--- src/rtl/alu_exec_unit.sv ---
// alu_exec_unit: handshaked execute stage behind the ALU control unit.
// Holds one operation at a time and keeps each result until it is consumed.
// Optional build macro ALU_EXEC_BARREL_EN: single-cycle barrel shifter for SLL/SRL.
// When the macro is undefined, SLL/SRL use an iterative one-bit-per-cycle shifter.
module alu_exec_unit #(
    parameter int unsigned WIDTH = 32
) (
    input  logic             clk,
    input  logic             rst,
    input  logic             in_valid,
    output logic             in_ready,
    input  logic [3:0]       alu_select,
    input  logic [WIDTH-1:0] op_a,
    input  logic [WIDTH-1:0] op_b,
    output logic             out_valid,
    input  logic             out_ready,
    output logic [WIDTH-1:0] result,
    output logic             zero
);

    localparam int unsigned SHW = (WIDTH > 1) ? $clog2(WIDTH) : 1;

    localparam logic [3:0] OP_SLT = 4'b0000;
    localparam logic [3:0] OP_SUB = 4'b0010;
    localparam logic [3:0] OP_AND = 4'b0011;
    localparam logic [3:0] OP_OR  = 4'b0100;
    localparam logic [3:0] OP_XOR = 4'b0101;
    localparam logic [3:0] OP_SLL = 4'b0110;
    localparam logic [3:0] OP_SRL = 4'b0111;
    localparam logic [3:0] OP_EQ  = 4'b1000;

    typedef enum logic [1:0] {
        S_IDLE  = 2'd0,
        S_SHIFT = 2'd1,
        S_DONE  = 2'd2
    } state_t;

    state_t           state_q, state_d;
    logic [WIDTH-1:0] result_q, result_d;
    logic             zero_q, zero_d;
    logic [SHW-1:0]   shamt;
    logic [WIDTH-1:0] op_res;

    assign shamt = op_b[SHW-1:0];

    // Single-cycle result for the request on the inputs; in the iterative build
    // shift codes yield op_a, which is only used for a zero-amount shift.
    always_comb begin
        unique case (alu_select)
            OP_SLT:  op_res = WIDTH'($signed(op_a) < $signed(op_b));
            OP_SUB:  op_res = op_a - op_b;
            OP_AND:  op_res = op_a & op_b;
            OP_OR:   op_res = op_a | op_b;
            OP_XOR:  op_res = op_a ^ op_b;
`ifdef ALU_EXEC_BARREL_EN
            OP_SLL:  op_res = op_a << shamt;
            OP_SRL:  op_res = op_a >> shamt;
`else
            OP_SLL:  op_res = op_a;
            OP_SRL:  op_res = op_a;
`endif
            OP_EQ:   op_res = WIDTH'(op_a == op_b);
            default: op_res = op_a + op_b;
        endcase
    end

`ifndef ALU_EXEC_BARREL_EN
    logic [WIDTH-1:0] acc_q, acc_d;
    logic [SHW-1:0]   cnt_q, cnt_d;
    logic             left_q, left_d;
    logic [WIDTH-1:0] acc_step;
    logic             is_shift;

    assign is_shift = (alu_select == OP_SLL) || (alu_select == OP_SRL);
    assign acc_step = left_q ? (acc_q << 1) : (acc_q >> 1);

    // Iterative shifter registers
    always_ff @(posedge clk) begin
        if (rst) begin
            acc_q  <= '0;
            cnt_q  <= '0;
            left_q <= 1'b0;
        end else begin
            acc_q  <= acc_d;
            cnt_q  <= cnt_d;
            left_q <= left_d;
        end
    end
`endif

    // State and result registers
    always_ff @(posedge clk) begin
        if (rst) begin
            state_q  <= S_IDLE;
            result_q <= '0;
            zero_q   <= 1'b1;
        end else begin
            state_q  <= state_d;
            result_q <= result_d;
            zero_q   <= zero_d;
        end
    end

    // Next-state and datapath updates
    always_comb begin
        state_d  = state_q;
        result_d = result_q;
        zero_d   = zero_q;
`ifndef ALU_EXEC_BARREL_EN
        acc_d    = acc_q;
        cnt_d    = cnt_q;
        left_d   = left_q;
`endif
        unique case (state_q)
            S_IDLE: begin
                if (in_valid) begin
`ifdef ALU_EXEC_BARREL_EN
                    result_d = op_res;
                    zero_d   = (op_res == '0);
                    state_d  = S_DONE;
`else
                    if (is_shift && (shamt != '0)) begin
                        acc_d   = op_a;
                        cnt_d   = shamt;
                        left_d  = (alu_select == OP_SLL);
                        state_d = S_SHIFT;
                    end else begin
                        result_d = op_res;
                        zero_d   = (op_res == '0);
                        state_d  = S_DONE;
                    end
`endif
                end
            end
            S_SHIFT: begin
`ifndef ALU_EXEC_BARREL_EN
                acc_d = acc_step;
                cnt_d = cnt_q - SHW'(1);
                if (cnt_q == SHW'(1)) begin
                    result_d = acc_step;
                    zero_d   = (acc_step == '0);
                    state_d  = S_DONE;
                end
`else
                state_d = S_IDLE;
`endif
            end
            S_DONE: begin
                if (out_ready) begin
                    state_d = S_IDLE;
                end
            end
            default: state_d = S_IDLE;
        endcase
    end

    // Handshake outputs decoded from state only
    always_comb begin
        in_ready  = 1'b0;
        out_valid = 1'b0;
        unique case (state_q)
            S_IDLE:  in_ready  = 1'b1;
            S_DONE:  out_valid = 1'b1;
            default: ;
        endcase
    end

    assign result = result_q;
    assign zero   = zero_q;

endmodule

--- config.mk ---
export PLATFORM = sky130hd
export DESIGN_NAME = alu_exec_unit
export DESIGN_NICKNAME = d
export VERILOG_FILES = /design/src/rtl/alu_exec_unit.sv
export SDC_FILE = /design/constraint.sdc
export NUM_CORES = 1
export LEC_CHECK = 0
export CORE_UTILIZATION = 50
export CTS_CLUSTER_DIAMETER = 100
export DETAILED_ROUTE_END_ITERATION = 8
export HOLD_SLACK_MARGIN = 0.05
export PLACE_DENSITY_LB_ADDON = 0.15
export SYNTH_ARGS = -nofsm -noshare
export SYNTH_HDL_FRONTEND = slang
export SYNTH_SLANG_ARGS = --single-unit
export TNS_END_PERCENT = 20
--- constraint.sdc ---
create_clock -name clk -period 4.3 [get_ports clk]
set_input_delay 0.645 -clock clk [delete_from_list [all_inputs] [get_ports clk]]
set_output_delay 0.645 -clock clk [all_outputs]
set_load 0.01 [all_outputs]
==> results.tsv <==
stage	metric	value	unit
power	leakage	6.52	nW
sta	worstMarginPinSlew	1.04	ns
final_layout	synthToLayoutAreaGrowth	55.5	%
grt	grt_pass1_vias	12100	
yosys	synth-simple-area-share	24.1	%
power	p_int	2.15	mW
yosys	synth_nets	1550	
worst_setup_path	crit_start	op_b[11]	
final_layout	design_area	14800	um^2
final_layout	n_antenna_cell	0	
placed_design	dp_hpwl	33200	um
cts	numCtsBuffers	9	
worst_setup_path	crit_path_max_incr_delay	0.51	ns
sta	slew_headroom	30.8	%
worst_setup_path	startpoint_type	input port	
worst_setup_path	cp.arrival	4.54	ns
power	powerDensity	234	nW/um^2
yosys	ys_warn_count	0	
route	wl	44200	um
placed_design	place.gp.congestion	1.05	
floorplanning	rows	50	
worst_setup_path	worstPathMaxFanout	4	
power	swShare	38.1	%
sta	drv_slew	0	
yosys	synthArstFlopShare	0	%
sta	finalHoldViolCount	0	
yosys	synth_top_family_by_area	compound AO/OA/AOI/OAI gates	
grt	antenna_found_initial	0	
power	ir_worst_vdd	0.198	mV
yosys	synth_cell_types	84	
route	drt_first_pass_iters	6	
yosys	synth_seq_cells	73	
sta	whs	0.449	ns
yosys	synth_enable_flop_cells	0	
yosys	yosys-top-cells-area	dfxtp_1 15%, ha_1 13%, a21oi_1 7.1%	
sta	setup_tns	0	ns
final_layout	fin_cells	2050	
power	power_frac_comb	54.7	%
sta	fin_ws	0.0107	ns
yosys	synthCells	1378	
cts	postCtsHoldBufs	0	
worst_setup_path	crit_end	zero	
worst_setup_path	cp_data_required_time	4.55	ns
yosys	syn-cell-area	9530	um^2
sta	period_minus_slack	4.29	ns
floorplanning	coreArea	18700	um^2
power	power	3.47	mW
cts	clkSinkCount	73	
yosys	synth_top_cell_area_share	15.3	%
power	seqPwrFrac	21.9	%
yosys	synth_largest_area_cell	dfxtp_1	
route	vias	13200	
yosys	synthAdderAreaFrac	13.3	%
route	drt_iter0_drc	1512	
route	post_drt_wl_per_cell	21.6	um
worst_setup_path	critPathCaptureType	register	
final_layout	final_layout_size_suffix_gt1_share	32.3	%
sta	finClkSkew	0.00254	ns
grt	grt_usage	42.2	%
final_layout	layout_common_cells	402 x buf_4, 144 x nand2_1, 125 x nor2_1	
floorplanning	pin_count	107	
hold_path	hold_path_class	reg -> reg	
yosys	synthMuxAreaShare	3.01	%
sta	setup_viol	0	
sta	fmax	0.233	GHz
yosys	synth-main-ff-cell	dfxtp_1	
worst_setup_path	timing.rr.end	zero	
worst_setup_path	r2r-start	cnt_q[0]	
power	pwr-share-clk	23.4	%
floorplanning	initial_core_util	50.9	%
worst_setup_path	crit_type	in -> reg	
cts	htreeDepth	3	
worst_setup_path	crit_slowest_cell	or4_1	
worst_setup_path	path_cells	clkdlybuf4s50_1 > inv_1 > ha_4 > buf_4 > inv_2 > nand4_1 > buf_4 > a2111oi_4 > o41ai_2 > a21oi_1 > mux2i_1 > a211o_1 > nand4bb_1 > or4_1 > or4_4 > o41ai_2	
hold_path	min_path_cells	2	
yosys	synth_compound_area_share	35.4	%
worst_setup_path	r2r.worst_path.cells	11	
cts	clock_path_buffers	2	
final_layout	num-nets-final	1984	
placed_design	io_buffers	106	
placed_design	post-place-cells	2014	
cts	clk_pin_slew	0.06	ns
grt	grt_max_degree	63	
worst_setup_path	r2r_slack	0.43	ns
cts	cts_tree	done	
grt	grt_use_met1	57.7	%
grt	use_met2	66.8	%
hold_path	hp-start	result[7]	
final_layout	final_common_cell	buf_4	
cts	clockRootBuffer	clkbuf_16	
grt	gr-usage-met3	5.81	%
final_layout	utilization	79.2	%
job	maxCapViolations	0	
floorplanning	die_h	140	um
floorplanning	die_x	140	um
grt	busiest_layer	met2	
power	p_sw	1.32	mW
placed_design	place_ws	-0.790	ns
route	drc_errors	0	
cts	clk_latency	0.34	ns
route	via_per_inst	6.45	
placed_design	placed_area	13500	um^2
route	antenna_left	0	
grt	grt_pass1_wl	65400	um
sta	period_share	99.8	%
yosys	syn_area_per_cell	6.92	um^2
yosys	synth_xor_area_share	0.735	%
yosys	ys_seq_area_share	15.3	%
grt	grt_overflow	0	
floorplanning	dieArea	19600	um^2
status	outcome	completed	
layout make-up:
type	instances	area, um^2
multi-input cells	1100	8070
repair buffers	523	4280
fillers	1369	3890
flip-flops and latches	73	1460
inverters	105	394
well taps	234	293
clock buffers	10	239
clock inverters	5	80.1
kinds of logic after synthesis:
| family | count (synthesis) |
|---|---|
| flip-flops | 73 |
| XOR/XNOR | 8 |
| AO/OA/AOI/OAI | 489 |
| AND/OR/NAND/NOR | 475 |
| adder cells (fa/ha/maj) | 100 |
| buffers and inverters | 205 |
| multiplexers | 28 |
critical path: cells and delay by family:
family	cells	cell delay (ns)
fa+ha+maj	1	0.24
buf+inv	5	0.94
compound gates	5	1.37
mux	1	0.11
simple gates	4	1.22
layer usage:
layer	part of all wire (%)	vias to the layer above	routed length, um
li1	-	5967	-
met1	40	6202	17700
met2	45	878	19700
met3	11	179	4830
met4	4.4	0	1950
met5	0	-	0
state kept, by name, indices dropped and copies added, names as in the netlist:
name     count
acc_q       32
result      32
cnt_q        5
state_q      2
left_q       1
zero         1
worst min-delay path by stage:
stage | endpoint | slack [ns]
final | result[7] | 0.45
after global routing | result[7] | 0.47
after CTS | result[7] | 0.45
after detailed placement | result[12] | 0.44
after global placement | result[12] | 0.44
after floorplan | acc_q[31] | 0.46
timing repair:
item                       4_1_cts  5_1_grt
pin swaps                       22       47
setup buffers                    3       18
setup endpoints to repair        4        3
gates resized for setup         66      131
cloned                           0        1
synth_stat cells (20+ instances only):
cell type / n
o21ai_0: 63
nor3_1: 33
nor4_1: 20
o31ai_1: 21
nor2_1: 130
clkbuf_1: 87
dfxtp_1: 73
a21oi_1: 135
nand3_1: 23
inv_1: 104
nor2b_1: 26
nand2_1: 147
a211oi_1: 45
o211ai_1: 46
ha_1: 98
mux2i_1: 23
power by group through the flow:
stage | registers, mW | clock network, mW | logic [mW]
after floorplan | 0.778 | 0 | 0.754
after global placement | 0.771 | 0 | 1.62
after detailed placement | 0.772 | 0 | 1.64
final | 0.760 | 0.811 | 1.90
after CTS | 0.759 | 0.805 | 1.69
after global routing | 0.765 | 0.838 | 2.01
No activity file was read; power rests on OpenSTA's default activity.
==> RTL edit, RTL diff (same settings) <==
Re-encode `state_t` (3 states) as one-hot, 3 bits wide.
--- a/src/rtl/alu_exec_unit.sv
+++ b/src/rtl/alu_exec_unit.sv
@@ -29,10 +29,10 @@
     localparam logic [3:0] OP_SRL = 4'b0111;
     localparam logic [3:0] OP_EQ  = 4'b1000;
 
-    typedef enum logic [1:0] {
-        S_IDLE  = 2'd0,
-        S_SHIFT = 2'd1,
-        S_DONE  = 2'd2
+    typedef enum logic [2:0] {
+        S_IDLE  = 3'b001,
+        S_SHIFT = 3'b010,
+        S_DONE  = 3'b100
     } state_t;
 
     state_t           state_q, state_d;
Check against the original RTL: same outputs for any inputs over 4 cycles, from zero or initial values and one cycle with rst high; so few cycles prove little.
==> RTL edit against the unedited design <==
- the flow now finishes with violations (setup timing)
- count of clock-buffer cells in the layout up 2
- highest routed layer unchanged
- worst setup slack worse by 32 ps
- cell count fell by 9.0%
- sequential cell count grew 1
- total power decreased by 9.2%
- first-iteration DRC count down 7.5%
- final area fell by 14%
- combinational power is 18% lower
- via count decreased by 8.5%
- utilization is 11 points lower
- worst hold slack improved by 4.9 ps
- synthesized area is 1.0% higher
- routed wire length fell by 7.8%
==> RTL edit: results (changes against the unedited design) <==
outcome finished with violations; violated checks setup timing; vias in the first global route 11335 (-6.5%); HPWL Detailed 32.3 mm (-2.9%); post-route setup slack -21.1 ps (-31.8 ps); placed cell area 12400 um^2 (-8.5%); Seq/Total Area, Yosys 15.4% (+0.050 points); Area contributors post-synth dfxtp_1 15%, ha_1 13%, a21oi_1 7.8%, nor2_1 5.2%, nand2_1 4.6%; Final setup viols 1 (+1); post-synthesis xor/xnor area fraction 0.910% (+0.17 points); switching portion of total power 37.4% (-0.63 points); TNS Setup -21.1 ps (-21.1 ps); Synth Net Count 1553 (+0.19%); final net count 1799 (-9.3%); first-pass GRT wire length 62.6 mm (-4.3%); Tot Pwr 3.15 mW (-9.2%); Worst-Skew Late Latency 340 ps (about the same); WL/cell 21.8 um (+1.3%); Synth cell types 85 (+1.2%); placed cells 1850 (-8.1%); most frequent cells after synthesis 150 x a21oi_1, 133 x nor2_1, 118 x nand2_1, 99 x inv_1, 98 x ha_1; DR iter-0 viols 1398 (-7.5%); fraction of layout cells with a size suffix above 1 17.6% (-15 points); critical path arrival 4580 ps (+40 ps); clock share of power 26.7% (+3.3 points); Leakage 5.47 nW (-16%); clock skew 5.36 ps (+2.81 ps); Adder-Cell Fraction of Synth Area 13.1% (-0.14 points); largest net degree at the start of global routing 54 (-14%); Syn Area/Cell 6.97 um^2 (+0.82%); postcts setup bufs 0 (-3); Compound-Gate Fraction of Synth Area 36.7% (+1.4 points); All-Layer GR Usage 40.7% (-1.6 points); worst slack at placement -480 ps (+311 ps); Via-to-Cell Ratio 6.48 (+0.48%); slowest stage cell, crit path clkdlybuf4s50_1; Worst VDD drop 0.203 mV (+2.6%); Vias 12097 (-8.5%); post_cts resized 3 (-95%); fillers 1682 (+23%); Seq pwr share 24.2% (+2.3 points); mux cell area share after synthesis 2.33% (-0.68 points); max incr delay on CP 490 ps (-20 ps); gpl congestion 1.02 (-3.0%)
==> RTL edit: kinds of logic (layout without fill, tap and decap cells) <==
group,after synthesis,in the layout
compound gates,513,513
xor+xnor,10,10
fa+ha+maj,100,100
buf+inv,198,449
flops,74,74
mux,22,22
simple gates,464,464
==> RTL edit: path summary, 6_finish.rpt <==
check | from | cells past startpoint | endpoint | slack (ps)
max | op_a[0] | 15 | zero | -20
min | result[7] | 2 | result[7] | 450
max reg2reg | state_q[1] | 9 | zero | 1480
min reg2reg | result[7] | 2 | result[7] | 450
==> RTL edit: metal layers <==
layer	wire length (um)	vias up	GRT usage, %
met1	16800	5633	52.7
met2	18200	725	65.8
met5	0	-	0
li1	-	5597	-
met4	1560	0	16.7
met3	4230	142	8.08
==> RTL edit: final cells by class <==
cell class              count  area share [%]
multi-input cells        1109            58.6
repair buffers            334            22.0
flip-flops and latches     74            11.6
inverters                  99            2.90
well taps                 234            2.29
clock buffers              12            2.08
clock inverters             4           0.567
